File: src/rtl/multi_mode_sequencer.sv
// SLM image / galvo position sequencer locked to the VGA frame sync.
// Generates ms-length camera and galvo trigger pulses, with ack timeout, abort and done.
module multi_mode_sequencer #(
  parameter int unsigned IMG_W        = 7,
  parameter int unsigned CYC_W        = 16,
  parameter int unsigned POS_W        = 32,
  parameter int unsigned FID_W        = 6,
  parameter int unsigned DEJITTER     = 8,
  parameter int unsigned TICKS_PER_MS = 50000,
  parameter int unsigned MS_W         = 8,
  parameter int unsigned TO_W         = 16
) (
  input  logic             iCLK,
  input  logic             iRST_N,
  input  logic [MS_W-1:0]  iCAMERA_TRIGGER_MILLISEC,
  input  logic [MS_W-1:0]  iGALVO_TRIGGER_MILLISEC,
  input  logic [TO_W-1:0]  iGALVO_TIMEOUT_MILLISEC,
  input  logic [IMG_W-1:0] iNUM_SLM_IMAGES,
  input  logic [CYC_W-1:0] iCYCLES_OF_DISPLAY_FOR_EACH_IMAGE,
  input  logic [POS_W-1:0] iNUM_OF_GALVO_POSITIONS,
  input  logic             iTRIG_WITHOUT_GALVO,
  input  logic             iTRIG_WITH_GALVO,
  input  logic             iABORT,
  input  logic             iGALVO_ACK,
  input  logic             iVGA_FRAME_SYNC,
  output logic             oBUSY,
  output logic             oDONE,
  output logic             oTIMEOUT_ERR,
  output logic             oCAMERA_TRIGGER,
  output logic             oGALVO_CHANGE_TRIGGER,
  output logic [FID_W-1:0] oCURRENT_DISPLAY_FRAME_ID,
  output logic [POS_W-1:0] oCURRENT_GALVO_POSITION
);

  localparam int unsigned PW = MS_W + $clog2(TICKS_PER_MS + 1);
  localparam int unsigned TW = (TICKS_PER_MS > 1) ? $clog2(TICKS_PER_MS) : 1;
  localparam logic [TW-1:0] TickMax = TW'(TICKS_PER_MS - 1);

  typedef enum logic [3:0] {
    StIdle, StLatch, StSigGalvo, StWaitGalvo, StWaitVga1,
    StWaitVga2, StSigCam, StCount, StNextImg, StNextPos
  } state_e;

  state_e            state_q, state_d;
  logic [DEJITTER-1:0] sync_sr_q;
  logic [DEJITTER:0] sync_shift;
  logic              sync_f, sync_f_q, neg_edge_q;
  logic              galvo_mode_q, galvo_mode_d;
  logic [IMG_W-1:0]  n_img_q, n_img_d, img_q, img_d;
  logic [CYC_W-1:0]  n_cyc_q, n_cyc_d, cyc_q, cyc_d;
  logic [POS_W-1:0]  n_pos_q, n_pos_d, pos_q, pos_d;
  logic              ack_seen_q, ack_seen_d;
  logic [1:0]        edge_cnt_q, edge_cnt_d;
  logic [TW-1:0]     tick_q, tick_d;
  logic [TO_W-1:0]   ms_q, ms_d, to_q, to_d;
  logic              err_q, err_d, done_q, done_d;
  logic [PW-1:0]     cam_cnt_q, cam_cnt_d, gal_cnt_q, gal_cnt_d;
  logic [IMG_W:0]    img_inc;
  logic [POS_W:0]    pos_inc;
  logic [TO_W:0]     ms_next;
  logic              abort_act;

  // Frame sync filter: OR over the last DEJITTER samples swallows short low glitches.
  assign sync_shift = {sync_sr_q, iVGA_FRAME_SYNC};
  assign sync_f     = |sync_sr_q;

  always_ff @(posedge iCLK or negedge iRST_N) begin
    if (!iRST_N) begin
      sync_sr_q  <= '0;
      sync_f_q   <= 1'b0;
      neg_edge_q <= 1'b0;
    end else begin
      sync_sr_q  <= sync_shift[DEJITTER-1:0];
      sync_f_q   <= sync_f;
      neg_edge_q <= sync_f_q & ~sync_f;
    end
  end

  assign abort_act = iABORT && (state_q != StIdle);
  assign img_inc   = {1'b0, img_q} + {{IMG_W{1'b0}}, 1'b1};
  assign pos_inc   = {1'b0, pos_q} + {{POS_W{1'b0}}, 1'b1};
  assign ms_next   = {1'b0, ms_q} + {{TO_W{1'b0}}, 1'b1};

  always_comb begin
    state_d      = state_q;
    galvo_mode_d = galvo_mode_q;
    n_img_d      = n_img_q;
    n_cyc_d      = n_cyc_q;
    n_pos_d      = n_pos_q;
    img_d        = img_q;
    cyc_d        = cyc_q;
    pos_d        = pos_q;
    ack_seen_d   = ack_seen_q;
    edge_cnt_d   = edge_cnt_q;
    tick_d       = tick_q;
    ms_d         = ms_q;
    to_d         = to_q;
    err_d        = err_q;
    done_d       = 1'b0;

    unique case (state_q)
      StIdle: begin
        if (iTRIG_WITH_GALVO || iTRIG_WITHOUT_GALVO) begin
          galvo_mode_d = iTRIG_WITH_GALVO;
          err_d        = 1'b0;
          state_d      = StLatch;
        end
      end
      StLatch: begin
        n_img_d = iNUM_SLM_IMAGES;
        n_cyc_d = iCYCLES_OF_DISPLAY_FOR_EACH_IMAGE;
        n_pos_d = iNUM_OF_GALVO_POSITIONS;
        img_d   = '0;
        cyc_d   = '0;
        pos_d   = '0;
        if (iNUM_SLM_IMAGES == '0 || iCYCLES_OF_DISPLAY_FOR_EACH_IMAGE == '0 ||
            (galvo_mode_q && iNUM_OF_GALVO_POSITIONS == '0)) begin
          done_d  = 1'b1;
          state_d = StIdle;
        end else begin
          state_d = galvo_mode_q ? StSigGalvo : StWaitVga1;
        end
      end
      StSigGalvo: begin
        ack_seen_d = 1'b0;
        edge_cnt_d = 2'd0;
        tick_d     = '0;
        ms_d       = '0;
        to_d       = iGALVO_TIMEOUT_MILLISEC;
        state_d    = StWaitGalvo;
      end
      StWaitGalvo: begin
        if (iGALVO_ACK) ack_seen_d = 1'b1;
        if (neg_edge_q && edge_cnt_q != 2'd3) edge_cnt_d = edge_cnt_q + 2'd1;
        if (tick_q == TickMax) begin
          tick_d = '0;
          ms_d   = ms_next[TO_W-1:0];
        end else begin
          tick_d = tick_q + {{(TW-1){1'b0}}, 1'b1};
        end
        if (ack_seen_q && edge_cnt_q >= 2'd2) begin
          state_d = StSigCam;
        end else if (to_q != '0 && tick_q == TickMax && ms_next == {1'b0, to_q}) begin
          err_d   = 1'b1;
          img_d   = '0;
          pos_d   = '0;
          state_d = StIdle;
        end
      end
      StWaitVga1: if (neg_edge_q) state_d = StWaitVga2;
      StWaitVga2: if (neg_edge_q) state_d = StSigCam;
      StSigCam: begin
        cyc_d   = '0;
        state_d = StCount;
      end
      StCount: begin
        if (cyc_q == n_cyc_q) state_d = StNextImg;
        else if (neg_edge_q) cyc_d = cyc_q + {{(CYC_W-1){1'b0}}, 1'b1};
      end
      StNextImg: begin
        if (img_inc < {1'b0, n_img_q}) begin
          img_d   = img_inc[IMG_W-1:0];
          state_d = StWaitVga1;
        end else begin
          img_d = '0;
          if (galvo_mode_q) begin
            state_d = StNextPos;
          end else begin
            done_d  = 1'b1;
            state_d = StIdle;
          end
        end
      end
      StNextPos: begin
        if (pos_inc < {1'b0, n_pos_q}) begin
          pos_d   = pos_inc[POS_W-1:0];
          state_d = StSigGalvo;
        end else begin
          pos_d   = '0;
          done_d  = 1'b1;
          state_d = StIdle;
        end
      end
      default: state_d = StIdle;
    endcase

    if (abort_act) begin
      state_d    = StIdle;
      img_d      = '0;
      cyc_d      = '0;
      pos_d      = '0;
      ack_seen_d = 1'b0;
      edge_cnt_d = 2'd0;
      done_d     = 1'b0;
      err_d      = err_q;
    end
  end

  // Pulse generators: load N*TICKS_PER_MS on fire, count down; a re-fire restarts the count.
  always_comb begin
    cam_cnt_d = cam_cnt_q;
    gal_cnt_d = gal_cnt_q;
    if (abort_act) begin
      cam_cnt_d = '0;
      gal_cnt_d = '0;
    end else begin
      if (state_q == StSigCam) begin
        cam_cnt_d = PW'(iCAMERA_TRIGGER_MILLISEC) * PW'(TICKS_PER_MS);
      end else if (cam_cnt_q != '0) begin
        cam_cnt_d = cam_cnt_q - {{(PW-1){1'b0}}, 1'b1};
      end
      if (state_q == StSigGalvo) begin
        gal_cnt_d = PW'(iGALVO_TRIGGER_MILLISEC) * PW'(TICKS_PER_MS);
      end else if (gal_cnt_q != '0) begin
        gal_cnt_d = gal_cnt_q - {{(PW-1){1'b0}}, 1'b1};
      end
    end
  end

  always_ff @(posedge iCLK or negedge iRST_N) begin
    if (!iRST_N) begin
      state_q      <= StIdle;
      galvo_mode_q <= 1'b0;
      n_img_q      <= '0;
      n_cyc_q      <= '0;
      n_pos_q      <= '0;
      img_q        <= '0;
      cyc_q        <= '0;
      pos_q        <= '0;
      ack_seen_q   <= 1'b0;
      edge_cnt_q   <= 2'd0;
      tick_q       <= '0;
      ms_q         <= '0;
      to_q         <= '0;
      err_q        <= 1'b0;
      done_q       <= 1'b0;
      cam_cnt_q    <= '0;
      gal_cnt_q    <= '0;
    end else begin
      state_q      <= state_d;
      galvo_mode_q <= galvo_mode_d;
      n_img_q      <= n_img_d;
      n_cyc_q      <= n_cyc_d;
      n_pos_q      <= n_pos_d;
      img_q        <= img_d;
      cyc_q        <= cyc_d;
      pos_q        <= pos_d;
      ack_seen_q   <= ack_seen_d;
      edge_cnt_q   <= edge_cnt_d;
      tick_q       <= tick_d;
      ms_q         <= ms_d;
      to_q         <= to_d;
      err_q        <= err_d;
      done_q       <= done_d;
      cam_cnt_q    <= cam_cnt_d;
      gal_cnt_q    <= gal_cnt_d;
    end
  end

  assign oBUSY                     = (state_q != StIdle);
  assign oDONE                     = done_q;
  assign oTIMEOUT_ERR              = err_q;
  assign oCAMERA_TRIGGER           = (cam_cnt_q != '0);
  assign oGALVO_CHANGE_TRIGGER     = (gal_cnt_q != '0);
  assign oCURRENT_DISPLAY_FRAME_ID = img_q[FID_W-1:0];
  assign oCURRENT_GALVO_POSITION   = pos_q;

endmodule

File: config.mk
export PLATFORM = sky130hd
export DESIGN_NAME = multi_mode_sequencer
export DESIGN_NICKNAME = d
export VERILOG_FILES = /design/src/rtl/multi_mode_sequencer.sv
export SDC_FILE = /design/constraint.sdc
export NUM_CORES = 1
export LEC_CHECK = 0
export CAP_MARGIN = 5
export CELL_PAD_IN_SITES_DETAIL_PLACEMENT = 1
export CELL_PAD_IN_SITES_GLOBAL_PLACEMENT = 2
export CORE_MARGIN = 5
export CORE_UTILIZATION = 33
export DETAILED_ROUTE_END_ITERATION = 10
export GPL_ROUTABILITY_DRIVEN = 0
export HOLD_SLACK_MARGIN = 0.1
export PLACE_DENSITY_LB_ADDON = 0.08
export SYNTH_ARGS = -nofsm -noshare
export SYNTH_HDL_FRONTEND = slang
export SYNTH_SLANG_ARGS = --single-unit
File: constraint.sdc
create_clock -name iCLK -period 4.7 [get_ports iCLK]
set_clock_uncertainty 0.15 [all_clocks]
set_input_delay 0.47 -clock iCLK [delete_from_list [all_inputs] [get_ports iCLK]]
set_output_delay 0.47 -clock iCLK [all_outputs]
set_load 0.01 [all_outputs]
==> results.ini, run 1 <==
[clock_network]
cts_tree=done
cts_root_buf=clkbuf_16
numClockSinks=226
clockBufferDepth=3
insertion_delay_ns=0.56
clkTransAtPathRegs_ns=0.06
ctsHtreeMaxLevel=1
numCtsBuffers=30

[floorplan]
core_mm2=0.0475
rows=80
dieArea_mm2=0.0524
die_y_um=229
die_w_um=229
start_util_pct=33.2
ios=137

[place]
io_buffers=136
dp.final_hpwl_um=34900
dpl_worst_slack_ns=-0.480

[pwr]
leakage_nw=9.17
power.density_mw_per_mm2=443
combPwrFrac_pct=40.6
vdd_drop_max_v=0.000224
switching_share_pct=37.7
pwr-share-clk_pct=26.9
p_sw_mw=3.25
total_power_mw=8.62
sequentialPowerShare_pct=32.4
intPower_mw=5.37

[critical_path]
path_cells=clkdlybuf4s50_1 > ha_1 > ha_1 > inv_1 > fa_1 > fa_1 > inv_1 > ha_1 > a21o_1 > a2111oi_1 > nor3_1 > a41o_1 > o41ai_1 > buf_4 > mux2i_1 > a211oi_1
critical_path.slowest_cell=clkdlybuf4s50_1
cp-start-kind=primary input
path_max_fanout=3
crit_arrival_ns=4.76
setup.worst_path.end_class=register
critPathKind=in -> reg
crit_top_cell=ha_1
critPathMaxStageDelay_ns=0.55
rrSetupSlack_ns=0.20
crit_required_ns=4.95

[yosys]
synthArstFlopShare_pct=100
synth_cell_types=74
yosysWarnings=0
synthFlopType=dfrtp_1
syn_area_mm2=0.0158
postSynthAreaPerCell_um2=8.98
syn_inst=1760
synth_top_area_cell=dfrtp_1
synth-seq-cells=226
seq_area_frac_synth_pct=35.8
synth_edf_count=0
synth_nets=2030
synthTopCellsByArea=dfrtp_1, ha_1, nand2_1
synth_top_area_share_pct=35.8

[job]
drv_cap=0

[drt]
drt_iter0_drc=605
firstDrtPassIters=4
vias=13300
wl_um=46000
postRouteAntennaNets=0
routed_via_density=5.14
detail_route.wl_per_cell_um=17.8
drc_errors=0

[sta]
tightest_slew_ns=0.984
hold_viol=0
period_needed_ns=4.52
fin_ws_ns=0.182
relSlewSlack_pct=34.4
finalSetupViolCount=0
clock.fmax_mhz=221
slew_violations=0
period_share_pct=96.1
whs_ns=0.213

[global_routing]
grt_overflow_total=0
grt_max_degree=110
grt_pass1_vias=14300
grt.total_usage_pct=17.2
antenna_found_initial=2
grt_pass1_wl_um=75500

[finish]
drive_gt1_share_pct=9.44
num_antenna_cells=0
fillers=5517
areaGrowthSynthToFinish_pct=23.1
seq_area_mm2=0.00566
fin_nets=2221
multi_input_area_mm2=0.00937

[status]
status=completed

[min_path]
min_path_type=in -> reg

[path summary, 6_finish.rpt]
| kind | startpoint | to | depth (start not counted) |
|---|---|---|---|
| min in group asynchronous | iRST_N | n_cyc_q[1]$_DFFE_PN0P_ | 2 |
| worst max register to register | oCURRENT_GALVO_POSITION[13]$_DFFE_PN0P_ | oCURRENT_GALVO_POSITION[11]$_DFFE_PN0P_ | 16 |
| worst min-delay path | iVGA_FRAME_SYNC | sync_sr_q[0]$_DFF_PN0_ | 1 |
| worst min register to register | sync_sr_q[3]$_DFF_PN0_ | sync_sr_q[4]$_DFF_PN0_ | 0 |
| worst max-delay path | iGALVO_TRIGGER_MILLISEC[4] | gal_cnt_q[21]$_DFFE_PN0P_ | 16 |
| max in group asynchronous | iRST_N | oCURRENT_GALVO_POSITION[13]$_DFFE_PN0P_ | 3 |
[placed cells by master, fill, tap and decap left out, drive strengths merged, types with 10 or more instances in the layout]
master / count
dfrtp: 226
or3: 16
clkbuf: 48
a211oi: 39
nand2: 198
xnor2: 79
nand2b: 17
nor4: 34
o21ai: 117
nor2: 130
clkdlybuf4s50: 135
nor3: 50
or2: 10
inv: 136
fa: 24
a22o: 15
or4: 11
mux2: 20
a21oi: 55
buf: 94
nand3: 43
a211o: 17
ha: 152
o31ai: 14
and3: 39
a21o: 22
nand4: 34
xor2: 64
[synth_stat cells, drive strengths merged, types with 20 or more instances]
library cell  number
dfrtp            226
nand2            198
ha               152
inv              136
nor2             130
o21ai            117
xnor2             79
xor2              64
a21oi             55
nor3              50
clkbuf            49
nand3             43
a211oi            39
and3              39
nand4             34
nor4              34
fa                24
buf               23
a21o              22
mux2              20
[kinds of logic after synthesis]
kind of cell | share of synthesized area [%]
multiplexers | 1.55
adder cells (fa/ha/maj) | 15.1
AO/OA/AOI/OAI | 14.8
AND/OR/NAND/NOR | 19.5
flip-flops | 35.8
buffers and inverters | 5.30
XOR/XNOR | 7.92
[power groups by stage]
stage	Sequential [mW]	Combinational [mW]	Clock, mW
after floorplan	2.70	2.53	0
after global placement	2.82	3.47	0
after detailed placement	2.83	3.54	0
after CTS	2.81	3.58	2.42
after global routing	2.86	4.02	2.50
final	2.80	3.50	2.32
[flip-flops by register name (all words and copies together), names as in the netlist]
| name | count |
|---|---|
| ack_seen_q | 1 |
| cam_cnt_q | 24 |
| cyc_q | 16 |
| edge_cnt_q | 2 |
| gal_cnt_q | 24 |
| galvo_mode_q | 1 |
| img_q | 7 |
| ms_q | 16 |
| n_cyc_q | 16 |
| n_img_q | 7 |
| n_pos_q | 32 |
| neg_edge_q | 1 |
| oCURRENT_GALVO_POSITION | 32 |
| oDONE | 1 |
| oTIMEOUT_ERR | 1 |
| state_q | 4 |
| sync_f_q | 1 |
| sync_sr_q | 8 |
| tick_q | 16 |
| to_q | 16 |
[critical path: cells and delay by family]
kind | cells | cell delay, ns
buffers and inverters | 4 | 0.82
AOI/OAI and AO/OA | 5 | 1.24
adders and majority gates | 5 | 1.89
muxes | 1 | 0.19
and+or+nand+nor | 1 | 0.16
[area by class of cell]
cell class | instances | share of cell area (%)
inverters | 137 | 2.64
multi-input cells | 1325 | 48.2
well taps | 615 | 3.96
clock buffers | 47 | 4.76
repair buffers | 231 | 11.0
clock inverters | 5 | 0.399
flip-flops and latches | 226 | 29.1
[repair_timing]
item | 4_1_cts | 5_1_grt
gates resized for setup | 0 | 10
hold buffers | 1 | 0
setup endpoints to repair | 0 | 34
endpoints found under the hold margin | 107 | 0
setup buffers | 0 | 9
[layer usage]
metal,global-route usage (%),part of all wire (%)
met1,22.9,47
met2,29.7,48
met3,2.82,3.5
met4,3.50,1.7
met5,0,0.028
[through the flow]
step	utilization [%]	cell area (µm²)	cells	TNS, ns
floorplan	-	15800	1760	0
global placement	38.5	18300	2523	-1.22
detailed placement	38.5	18300	2523	-2.01
CTS	40.7	19300	2576	0
global route	40.9	19400	2586	-0.0701
finish	40.9	19400	2586	0
Note: power is estimated with default switching activity, not from simulation.
==> inputs of run 2 (changes only) <==
- CORE_UTILIZATION: 33 -> 37
- CTS_CLUSTER_SIZE: unset -> 24
- clock period: 4.7 -> 4.4 ns (I/O delays scaled with it)
==> results.ini, run 2 (synthesized netlist as in run 1, its figures left out) <==
[critical_path]
crit_arrival_ns=4.55  ; -0.21 ns
rrSetupSlack_ns=0.13  ; -0.07 ns
r2r_cells=18  ; +2
critPathKind=reg -> reg
r2r_start=oCURRENT_GALVO_POSITION[1]$_DFFE_PN0P_
path_cells=buf_4 > nand3_2 > or3_4 > nor3_4 > nand4_1 > nand2b_4 > o31a_1 > or2_1 > ha_1 > nand4_1 > buf_4 > o2111ai_4 > a211oi_2 > buf_4 > and4_4 > buf_12 > and3_1 > a211o_1
critical_path.slowest_cell=dfrtp_1
r2r_end=oCURRENT_GALVO_POSITION[20]$_DFFE_PN0P_
crit_top_cell=buf_4
crit_required_ns=4.68  ; -0.27 ns
endpoint=oCURRENT_GALVO_POSITION[20]$_DFFE_PN0P_
setup.worst_path.end_class=register
cp-start-kind=register
path_max_fanout=7  ; +4
critPathMaxStageDelay_ns=0.37  ; -0.18 ns
worst-path-buf-inv=4  ; unchanged
path_delay_family=simple AND/OR/NAND/NOR gates
crit_cells=18  ; +2
crit_start=oCURRENT_GALVO_POSITION[1]$_DFFE_PN0P_

[clock_network]
clkTransAtPathRegs_ns=0.06  ; about the same
clockBufferDepth=3  ; unchanged
cts_root_buf=clkbuf_16
ctsHtreeMaxLevel=1  ; unchanged
insertion_delay_ns=0.56  ; about the same
numCtsBuffers=29  ; -3.3%
numClockSinks=226  ; unchanged
cts_tree=done

[pwr]
leakage_nw=9.43  ; +2.8%
vdd_drop_max_v=0.000222  ; -0.99%
total_power_mw=9.22  ; +6.9%
power.density_mw_per_mm2=464  ; +4.7%

[floorplan]
dieArea_mm2=0.0469  ; -10%
rows=75  ; -6.3%
die_w_um=217  ; -5.3%
die_y_um=217  ; -5.3%
ios=137  ; unchanged
core_mm2=0.0421  ; -11%
start_util_pct=37.5  ; +4.3 points

[global_routing]
grt_pass1_vias=14600  ; +2.4%
grt.total_usage_pct=19.2  ; +2.0 points
grt_overflow_total=0  ; unchanged
grt_pass1_wl_um=75700  ; +0.16%
grt_max_degree=83  ; -25%
antenna_found_initial=0  ; -2

[drt]
detail_route.wl_per_cell_um=17.9  ; +0.73%
vias=13700  ; +2.9%
postRouteAntennaNets=0  ; unchanged
drc_errors=0  ; unchanged
routed_via_density=5.34  ; +4.0%
drt_iter0_drc=676  ; +12%
firstDrtPassIters=4  ; unchanged
wl_um=45900  ; -0.32%

[finish]
fillers=4825  ; -13%
design_area_mm2=0.0199  ; +2.1%
num_antenna_cells=0  ; unchanged
seq_area_mm2=0.00566  ; unchanged
fin_nets=2267  ; +2.1%
multi_input_area_mm2=0.00956  ; +2.0%
layout_common_cells=dfrtp_1, nand2_1, ha_1
drive_gt1_share_pct=13.2  ; +3.8 points
areaGrowthSynthToFinish_pct=25.7
final_common_cell=dfrtp_1

[sta]
hold_viol=0  ; unchanged
period_needed_ns=4.27
slew_violations=0  ; unchanged
clock.fmax_mhz=234
tightest_slew_ns=0.927  ; -0.0572 ns
fin_ws_ns=0.127  ; -0.0554 ns
finalSetupViolCount=0  ; unchanged
period_share_pct=97.1
setup_tns_ns=0  ; unchanged
relSlewSlack_pct=38.2  ; +3.8 points

[place]
dpl_worst_slack_ns=-0.496  ; -0.0158 ns
io_buffers=136  ; unchanged
dp.final_hpwl_um=34800  ; -0.28%
dpl_cell_area_mm2=0.0185  ; +1.2%

[job]
drv_cap=0  ; unchanged

[min_path]
min_path_type=in -> reg
hold_path_depth=1  ; unchanged

[status]
status=completed

[run 2: cell count changes in the layout (fill, tap and decap cells not counted), sizes merged]
cell    previous run  this run
clkinv             3         9
buf               94       140
clkbuf            48        45
bufinv             2         1
inv              136       137
[run 2: power breakdown]
| part | switching (mW) | internal [mW] | leakage, nW | total (mW) |
|---|---|---|---|---|
| Combinational | 2.21 | 1.70 | 6.01 | 3.91 |
| Clock | 0.937 | 1.39 | 0.466 | 2.33 |
| Sequential | 0.382 | 2.60 | 2.96 | 2.98 |
| Total | 3.53 | 5.69 | 9.43 | 9.22 |
[run 2: layout make-up]
class | instances | share of cell area (%)
multi-input cells | 1325 | 48.1
flip-flops and latches | 226 | 28.5
repair buffers | 278 | 12.7
clock buffers | 43 | 4.27
well taps | 539 | 3.40
inverters | 137 | 2.59
clock inverters | 11 | 0.473
[run 2: through the flow]
step                utilization (%)  std cells  hold WS, ns
global route                   47.1       2559        0.159
CTS                            46.3       2545        0.158
finish                         47.1       2559        0.186
floorplan                         -       1760     -0.00559
detailed placement             44.0       2487        0.219
global placement               44.0       2487        0.213
[run 2: how the worst min path moves through the flow]
stage / start / to
2_1_floorplan: iRST_N / ack_seen_q$_DFFE_PN0P_
3_3_place_gp: sync_sr_q[5]$_DFF_PN0_ / sync_sr_q[6]$_DFF_PN0_
3_5_place_dp: sync_sr_q[1]$_DFF_PN0_ / sync_sr_q[2]$_DFF_PN0_
4_1_cts: iVGA_FRAME_SYNC / sync_sr_q[0]$_DFF_PN0_
5_1_grt: iVGA_FRAME_SYNC / sync_sr_q[0]$_DFF_PN0_
6_report: iVGA_FRAME_SYNC / sync_sr_q[0]$_DFF_PN0_
[run 2: what timing repair did]
item / 4_1_cts / 5_1_grt
hold endpoints to repair: 68 / 0
buffers inserted: 3 / 9
hold buffers: 1 / 0
setup endpoints to repair: 16 / 36
resized for setup: 4 / 47
cloned: 0 / 5
pin swaps: 3 / 19
[run 2: per-layer routing]
metal	vias up	track usage [%]	routed length [µm]
li1	6706	-	-
met1	6769	25.5	21000
met2	153	34.4	22900
met3	47	2.47	1310
met4	0	2.76	608
met5	-	0	0
==> inputs of run 3 (changes only) <==
- SLEW_MARGIN: unset -> 10
==> results of run 3 <==
Final layout, timing and power as in run 2 (identical DEF).
